## src/rtl/mod_exp_if.sv

```systemverilog
// Start/busy/valid handshake and operand/result bus of the modular exponentiator.
interface mod_exp_if #(
  parameter int WIDTH     = 16,
  parameter int EXP_WIDTH = 16
);
  logic                 ready_in;
  logic [WIDTH-1:0]     base_in;
  logic [EXP_WIDTH-1:0] exponent_in;
  logic [WIDTH-1:0]     modulus_in;
  logic [WIDTH-1:0]     result_out;
  logic                 busy_out;
  logic                 valid_out;

  modport master (
    output ready_in, base_in, exponent_in, modulus_in,
    input  result_out, busy_out, valid_out
  );

  modport slave (
    input  ready_in, base_in, exponent_in, modulus_in,
    output result_out, busy_out, valid_out
  );
endinterface

```

## src/rtl/mod_exp.sv

```systemverilog
// base^exponent mod modulus, left-to-right square-and-multiply; MOD_EXP_EARLY_EXIT_EN skips MUL for 0 bits.
// Latency (2*EXP_WIDTH+1)*(2*WIDTH+1)+1 cycles (1 if modulus==0); ready_in ignored unless IDLE.
module mod_exp #(
  parameter int WIDTH     = 16,
  parameter int EXP_WIDTH = 16
) (
  input  logic     clk_in,
  input  logic     rst_n_in,
  mod_exp_if.slave bus
);
  localparam int CW = $clog2(2*WIDTH+1);
  localparam int IW = (EXP_WIDTH > 1) ? $clog2(EXP_WIDTH) : 1;
  localparam logic [CW-1:0] CNT_LAST = CW'(2*WIDTH);
  localparam logic [IW-1:0] IDX_TOP  = IW'(EXP_WIDTH-1);

  typedef enum logic [2:0] {IDLE, REDUCE_BASE, SQR, MUL, DONE} state_t;

  state_t               state, state_nxt;
  logic [CW-1:0]        cnt;
  logic [2*WIDTH-1:0]   p;
  logic [WIDTH-1:0]     r;
  logic [WIDTH-1:0]     acc, b, m, result;
  logic [EXP_WIDTH-1:0] e;
  logic [IW-1:0]        idx;

  logic                 in_op, op_last, ebit;
  logic [WIDTH:0]       r_sh, r_nxt;
  logic [WIDTH-1:0]     op_res, mul_b, acc_upd;
  logic [2*WIDTH-1:0]   prod;

  assign in_op   = (state == REDUCE_BASE) || (state == SQR) || (state == MUL);
  assign op_last = in_op && (cnt == CNT_LAST);
  assign ebit    = e[idx];

  // The stored remainder is always < m, so only the shifted value needs the extra bit.
  assign r_sh   = {r, p[2*WIDTH-1]};
  assign r_nxt  = (r_sh >= {1'b0, m}) ? (r_sh - {1'b0, m}) : r_sh;
  assign op_res = r_nxt[WIDTH-1:0];

  assign mul_b = (state == MUL) ? b : acc;

  always_comb begin
    prod = '0;
    if (state == REDUCE_BASE) prod = {{WIDTH{1'b0}}, b};
    else                      prod = acc * mul_b;
  end

  // A MUL on a zero exponent bit still runs but its product is dropped.
  always_comb begin
    acc_upd = acc;
    if (op_last && ((state == SQR) || ((state == MUL) && ebit))) acc_upd = op_res;
  end

  always_comb begin
    state_nxt = state;
    case (state)
      IDLE:        if (bus.ready_in) state_nxt = (bus.modulus_in == '0) ? DONE : REDUCE_BASE;
      REDUCE_BASE: if (op_last) state_nxt = SQR;
      SQR: begin
        if (op_last) begin
`ifdef MOD_EXP_EARLY_EXIT_EN
          if (ebit)             state_nxt = MUL;
          else if (idx == '0)   state_nxt = DONE;
          else                  state_nxt = SQR;
`else
          state_nxt = MUL;
`endif
        end
      end
      MUL:         if (op_last) state_nxt = (idx == '0) ? DONE : SQR;
      DONE:        state_nxt = IDLE;
      default:     state_nxt = IDLE;
    endcase
  end

  always_ff @(posedge clk_in or negedge rst_n_in) begin
    if (!rst_n_in) state <= IDLE;
    else           state <= state_nxt;
  end

  always_ff @(posedge clk_in or negedge rst_n_in) begin
    if (!rst_n_in) begin
      cnt    <= '0;
      p      <= '0;
      r      <= '0;
      acc    <= '0;
      b      <= '0;
      m      <= '0;
      e      <= '0;
      idx    <= '0;
      result <= '0;
    end else begin
      case (state)
        IDLE: begin
          if (bus.ready_in) begin
            b   <= bus.base_in;
            e   <= bus.exponent_in;
            m   <= bus.modulus_in;
            idx <= IDX_TOP;
            cnt <= '0;
            acc <= (bus.modulus_in == '0) ? '0 : WIDTH'(1);
            if (bus.modulus_in == '0) result <= '0;
          end
        end
        REDUCE_BASE, SQR, MUL: begin
          if (cnt == '0) begin
            p   <= prod;
            r   <= '0;
            cnt <= CW'(1);
          end else begin
            p   <= p << 1;
            r   <= op_res;
            cnt <= op_last ? '0 : cnt + 1'b1;
          end
          acc <= acc_upd;
          if (op_last && (state == REDUCE_BASE)) b <= op_res;
          if (op_last && (state != REDUCE_BASE) && (state_nxt == SQR)) idx <= idx - 1'b1;
          if (state_nxt == DONE) result <= acc_upd;
        end
        default: ;
      endcase
    end
  end

  assign bus.result_out = result;
  assign bus.busy_out   = in_op;
  assign bus.valid_out  = (state == DONE);
endmodule
```

## src/flat_wrapper.sv

```systemverilog
// flat-port wrapper written by rule: the top's interface ports become plain ports
module mod_exp_flat 
#(
  parameter int WIDTH     = 16,
  parameter int EXP_WIDTH = 16
)
  (clk_in, rst_n_in, bus_ready_in, bus_base_in, bus_exponent_in, bus_modulus_in, bus_result_out, bus_busy_out, bus_valid_out);
  mod_exp_if #(.WIDTH(WIDTH), .EXP_WIDTH(EXP_WIDTH)) bus_i ();
  input  logic clk_in;
  input  logic rst_n_in;
  input wire logic [$bits(bus_i.ready_in)-1:0] bus_ready_in;
  input wire logic [$bits(bus_i.base_in)-1:0] bus_base_in;
  input wire logic [$bits(bus_i.exponent_in)-1:0] bus_exponent_in;
  input wire logic [$bits(bus_i.modulus_in)-1:0] bus_modulus_in;
  output wire logic [$bits(bus_i.result_out)-1:0] bus_result_out;
  output wire logic [$bits(bus_i.busy_out)-1:0] bus_busy_out;
  output wire logic [$bits(bus_i.valid_out)-1:0] bus_valid_out;
  assign bus_i.ready_in = bus_ready_in;
  assign bus_i.base_in = bus_base_in;
  assign bus_i.exponent_in = bus_exponent_in;
  assign bus_i.modulus_in = bus_modulus_in;
  assign bus_result_out = bus_i.result_out;
  assign bus_busy_out = bus_i.busy_out;
  assign bus_valid_out = bus_i.valid_out;
  mod_exp #(.WIDTH(WIDTH), .EXP_WIDTH(EXP_WIDTH)) u_core (.clk_in(clk_in), .rst_n_in(rst_n_in), .bus(bus_i));
endmodule
```

## config.mk

```make
export PLATFORM = sky130hd
export DESIGN_NAME = mod_exp_flat
export DESIGN_NICKNAME = d
export VERILOG_FILES = /design/src/rtl/mod_exp_if.sv /design/src/rtl/mod_exp.sv /design/src/flat_wrapper.sv
export SDC_FILE = /design/constraint.sdc
export NUM_CORES = 1
export LEC_CHECK = 0
export CORE_ASPECT_RATIO = 0.9
export CORE_MARGIN = 2
export CORE_UTILIZATION = 43
export DETAILED_ROUTE_END_ITERATION = 10
export GPL_TIMING_DRIVEN = 0
export SLEW_MARGIN = 0
export SYNTH_ARGS = -nofsm -noshare
export SYNTH_HDL_FRONTEND = slang
export SYNTH_SLANG_ARGS = --single-unit
```

## constraint.sdc

```tcl
create_clock -name clk_in -period 10.4 [get_ports clk_in]
set_input_delay 2.08 -clock clk_in [delete_from_list [all_inputs] [get_ports clk_in]]
set_output_delay 2.08 -clock clk_in [all_outputs]
set_load 0.01 [all_outputs]
```

; ---- After elaboration in Yosys (flattened, before gate mapping)
; Index checks and enable logic that the tools add are counted.
[word_totals]
register_bits = 141
inputBits = 51
out_inout_bits = 18
[op_classes]
add_sub_neg = 3
multipliers = 1
magnitude_cmp = 2
eq_ne = 13
n_mux = 32
reduce_logical = 20
[op_table]
columns = operator, count
row1 = $mux W16, 10
row2 = $pmux W16 S2, 3
row3 = $mux W32, 2
row4 = $mul A16 B16 Y32, 1
row5 = $mux W3, 6
row6 = $mux W6, 3
row7 = $ge A17 B16 Y1, 1
row8 = $logic_not A16 Y1, 1
row9 = $sub A16 B16 Y16, 1
row10 = $pmux W3 S4, 1
row11 = $pmux W6 S2, 1
row12 = $eq A3 B2 Y1 const B, 3
row13 = $mux W4, 2
row14 = $ne A2 B1 Y1 const B, 4
row15 = $pmux W4 S2, 1
row16 = $add A6 B1 Y6 const B, 1
row17 = $eq A3 B3 Y1 const B, 2
row18 = $eq A6 B6 Y1 const B, 1
row19 = $logic_and A1 B1 Y1, 6
row20 = $logic_not A6 Y1, 1
row21 = $reduce_and A3 Y1, 2
row22 = $lt A4 B5 Y1 const B, 1
row23 = $bmux W1 S4, 1
row24 = $logic_not A4 Y1, 1
row25 = other kinds (11), 15

; ---- Depth between registers and ports, before layout
[logic_depth]
depth_word = 10
mapped_depth = 28
depth_no_buf = 26

; ---- Worst setup path before layout
; No wires, ideal clock.
[synth_path]
kind = flip-flop to flip-flop
from = register u_core.state[2]
to = register u_core.p[29]
setup_time_ps = 134
arrival_ps = 7015
path_slack_ps = 3251
stages_incl_launch_ff = 27
synth_period_minus_slack_ps = 7149
path_cell_list = dfrtp_1 -> clkbuf_1 -> nor2_1 -> nand2_1 -> buf_1 -> mux2i_1 -> clkbuf_1 -> nor2b_1 -> fa_1 -> inv_1 -> fa_1 -> fa_1 -> inv_1 -> fa_1 -> fa_1 -> inv_1 -> fa_1 -> inv_1 -> ha_1 -> a21o_1 -> a21o_1 -> a21oi_1 -> o21ai_0 -> a2111oi_0 -> o21ai_0 -> xnor2_1 -> o21ai_0
[synth_between]
elab_chain_cells = 5
word_cells_on_any_way = 8
classes_between = mul: 1 / eq/ne: 3 / mux: 3 / reduce/logical: 1
[synth_lines]
columns = element, line
row1 = from (decl), mod_exp.sv:18  ; state_t state, state_nxt;
row2 = from (signal assigned), mod_exp.sv:78  ; else state <= state_nxt;
row3 = $eq A3 B2 Y1, "mod_exp.sv:40, mod_exp.sv:93"
row4 = $mux W16, mod_exp.sv:40  ; assign mul_b = (state == MUL) ? b : acc;
row5 = $mul A16 B16 Y32, mod_exp.sv:45  ; else prod = acc * mul_b;
row6 = $mux W32, mod_exp.sv:44  ; if (state == REDUCE_BASE) prod = {{WIDTH{1'b0}}, b};
row7 = $mux W32, mod_exp.sv:106  ; if (cnt == '0) begin
row8 = to (signal assigned), mod_exp.sv:107  ; p <= prod;
row9 = to (signal assigned), mod_exp.sv:111  ; p <= p << 1;
row10 = to (decl), mod_exp.sv:20  ; logic [2*WIDTH-1:0] p;
; Several ways; a longest one is shown, not always the timed one.
; A chain may end at the register's enable or synchronous reset.

; ---- Worst setup path in the final report
; Same ends and word-level chain as after synthesis.

==> impl_metrics.py <==
metrics = {
    "run_status": {
        "outcome": "finished, final reports clean",
    },
    "placed_design": {
        "port_buffers": 68,
        "dpl.cell_count": 2314,
        "dp_hpwl_um": 37500,
        "gp_congestion": 0.905,
        "placed_cell_area_um2": 17200,
    },
    "yosys": {
        "synth_nets": 2138,
        "synth_top_cell_by_area": "fa_1",
        "synthMuxAreaShare": 0.0435,
        "synth-seq-cells": 141,
        "yosys.area_share.adder": 0.343,
        "synth_compound_area_frac": 0.135,
        "synth.cell_area_um2": 15900,
        "netlist_instances": 1769,
        "synth_edf_count": 0,
        "synthArstFlopShare": 1.00,
        "ys_types": 60,
        "synthTopCellsByArea": "fa_1 (25%), dfrtp_1 (22%), ha_1 (9.7%)",
        "synth_top_family_by_area": "adder cells",
        "synth_top_area_share": 0.246,
        "synth_xor_xnor_area_share": 0.0215,
        "synth-main-ff-cell": "dfrtp_1",
        "seq_area_frac_synth": 0.222,
        "syn_area_per_cell_um2": 8.97,
        "post_synth_and_or_nand_nor_area_fraction": 0.148,
        "yosysWarnings": 0,
    },
    "global_route": {
        "grt_pass1_wl_um": 75300,
        "grt_max_degree": 94,
        "grt_overflow": 0,
        "grtUsageTotal": 0.260,
        "grt_pass1_vias": 13300,
        "antenna_found_initial": 1,
    },
    "timing": {
        "max_slew_margin": 0.252,
        "final.setup.tns_ns": 0,
        "skew_ns": 0.00905,
        "fmax_mhz": 107,
        "period_needed_ns": 9.34,
        "hold_viol": 0,
        "setup_viol": 0,
        "maxSlewViolCount": 0,
        "rsz0062_at_grt": "no",
        "worst_slew_pin_slew_ns": 1.11,
        "finalCritPeriodShare": 0.898,
    },
    "critical_path": {
        "worst_setup_path_end_kind": "flop",
        "start_kind": "flop",
        "critPathKind": "flop to flop",
        "r2r_cells": 26,
        "cp_max_fo": 10,
        "arrival_ns": 9.64,
        "worstPathRequired_ns": 10.70,
    },
    "die": {
        "die_height_um": 186,
        "ios": 69,
        "start_util": 0.438,
        "die-area_um2": 38500,
        "rows": 66,
        "die_w_um": 207,
        "core_um2": 36300,
    },
    "cts": {
        "numCtsBuffers": 17,
        "htreeDepth": 4,
        "cts-hold-fix-buffers": 0,
        "ctsResizeCount": 0,
        "cts_root_buf": "clkbuf_16",
        "clock_path_buffers": 2,
        "insertion_delay_ns": 0.42,
        "cts_tree": "yes",
        "clk_pin_slew_ns": 0.06,
        "cts_setup_buffers": 0,
        "clock-sinks": 141,
    },
    "cells_and_area": {
        "final_common_cell": "inv_1",
        "layout_common_cells": "inv_1 (266), nand2_1 (254), fa_1 (195)",
        "fillers": 3481,
        "area_delta_synth_final_pct": 12.0,
        "diodes": 0,
        "final_cells": 2346,
        "fin_area_um2": 17800,
        "layout-drive-gt1-share": 0.0460,
        "layout.nets": 2226,
    },
    "power_and_ir_drop": {
        "leakage_uw": 0.00896,
        "powerDensity_nw_per_um2": 102,
        "peakVddDrop_v": 0.000111,
    },
    "drt": {
        "first_pass_iters": 6,
        "drtIter0Drc": 863,
        "drc_errors": 0,
        "vias": 12800,
        "ant_nets": 0,
        "drt-vias-per-instance": 5.48,
        "wirelength_um": 46700,
        "post_drt_wl_per_cell_um": 19.9,
    },
    "hold_path": {
        "hold-path-cell-count": 2,
        "min_path_type": "flop to flop",
    },
    "job": {
        "maxCapViolCount": 0,
    },
}
[flip-flops by register name (all words and copies together), names as in the netlist]
| register | flops |
|---|---|
| u_core.b | 16 |
| u_core.bus.result_out | 16 |
| u_core.p | 32 |
| u_core.e | 16 |
| u_core.idx | 4 |
| u_core.acc | 16 |
| u_core.state | 3 |
| u_core.m | 16 |
| u_core.cnt | 6 |
| u_core.r | 16 |
[synth_stat cells, types with 4 or more instances]
cell and n:
a2111oi_0 5, a211oi_1 9, a21o_1 27, a21oi_1 71, a22oi_1 7, a31oi_1 9, and2_1 74, and3_1 15
buf_1 4, buf_2 7, clkbuf_1 78, dfrtp_1 141, fa_1 195, ha_1 123, inv_1 266, mux2_2 30
mux2i_1 24, mux4_2 5, nand2_1 254, nand2b_1 13, nand3_1 15, nand4_1 7, nor2_1 48, nor2b_1 44
nor3_1 14, nor4_1 5, o211ai_1 21, o21a_1 22, o21ai_0 137, o21ai_1 8, o21bai_1 5, xnor2_1 24
xor2_1 15
[stage by stage]
step,hold WS [ns],util,setup WS [ns],power (uW)
after floorplan,0.445,-,3.25,1020
after global placement,0.462,0.473,1.36,1180
after detailed placement,0.466,0.474,1.25,1190
after CTS,0.481,0.490,1.21,1800
after global routing,0.512,0.490,0.668,1890
final,0.482,0.490,1.06,1810
[routing by layer]
metal  track usage  wire (um)
met5       0.00893         45
met4        0.0520        741
met3        0.0564       3650
met2         0.401      20700
met1         0.376      21600
[layout make-up]
cell class | instances | area (um^2) | share of cell area
multi-input combinational | 1268 | 11000 | 0.617
sequential | 141 | 3530 | 0.198
inverter | 266 | 998 | 0.0562
timing repair buffer | 69 | 709 | 0.0399
tap | 476 | 596 | 0.0335
clock buffer | 18 | 439 | 0.0247
buffer | 94 | 379 | 0.0213
clock inverter | 14 | 158 | 0.00887
[worst max-delay path: stages, from the launching register on]
cell and delay, ns:
dfrtp_1 0.44, clkbuf_1 0.33, nor2_1 0.12, nand2_1 0.24, buf_1 0.61, mux2i_1 0.79, clkbuf_1 0.56, nor2b_1 0.13
fa_1 0.50, inv_1 0.05, fa_1 0.40, fa_1 0.57, inv_1 0.06, fa_1 0.50, fa_1 0.50, inv_1 0.06
fa_1 0.55, inv_1 0.05, ha_1 0.37, a21o_1 0.21, a21o_1 0.18, a21oi_1 0.14, o21ai_0 0.41, a2111oi_0 0.90
o21ai_0 0.27, xnor2_1 0.19, o21ai_0 0.09
[worst paths after layout]
| path | slack (ns) | from | to |
|---|---|---|---|
| min in group asynchronous | 1.59 | rst_n_in | u_core.e[15] |
| min | 0.48 | u_core.r[15] | u_core.r[15] |
| min reg2reg | 0.48 | u_core.r[15] | u_core.r[15] |
| max reg2reg | 1.06 | u_core.state[2] | u_core.p[29] |
| max | 1.06 | u_core.state[2] | u_core.p[29] |
| max in group asynchronous | 7.97 | rst_n_in | u_core.r[5] |
[cells by family (layout without fill, tap and decap cells)]
| family | count (synthesis) | count (layout) |
|---|---|---|
| simple gates | 501 | 501 |
| compound gates | 351 | 351 |
| fa+ha+maj | 318 | 318 |
| buf+inv | 360 | 461 |
| mux | 59 | 59 |
| xor+xnor | 39 | 39 |
| flops | 141 | 141 |
[power breakdown]
group,switching [uW],internal (uW)
sequential,73.1,617
combinational,296,201
clock,257,363
total,627,1180
Power figures use the tool's default switching activity.
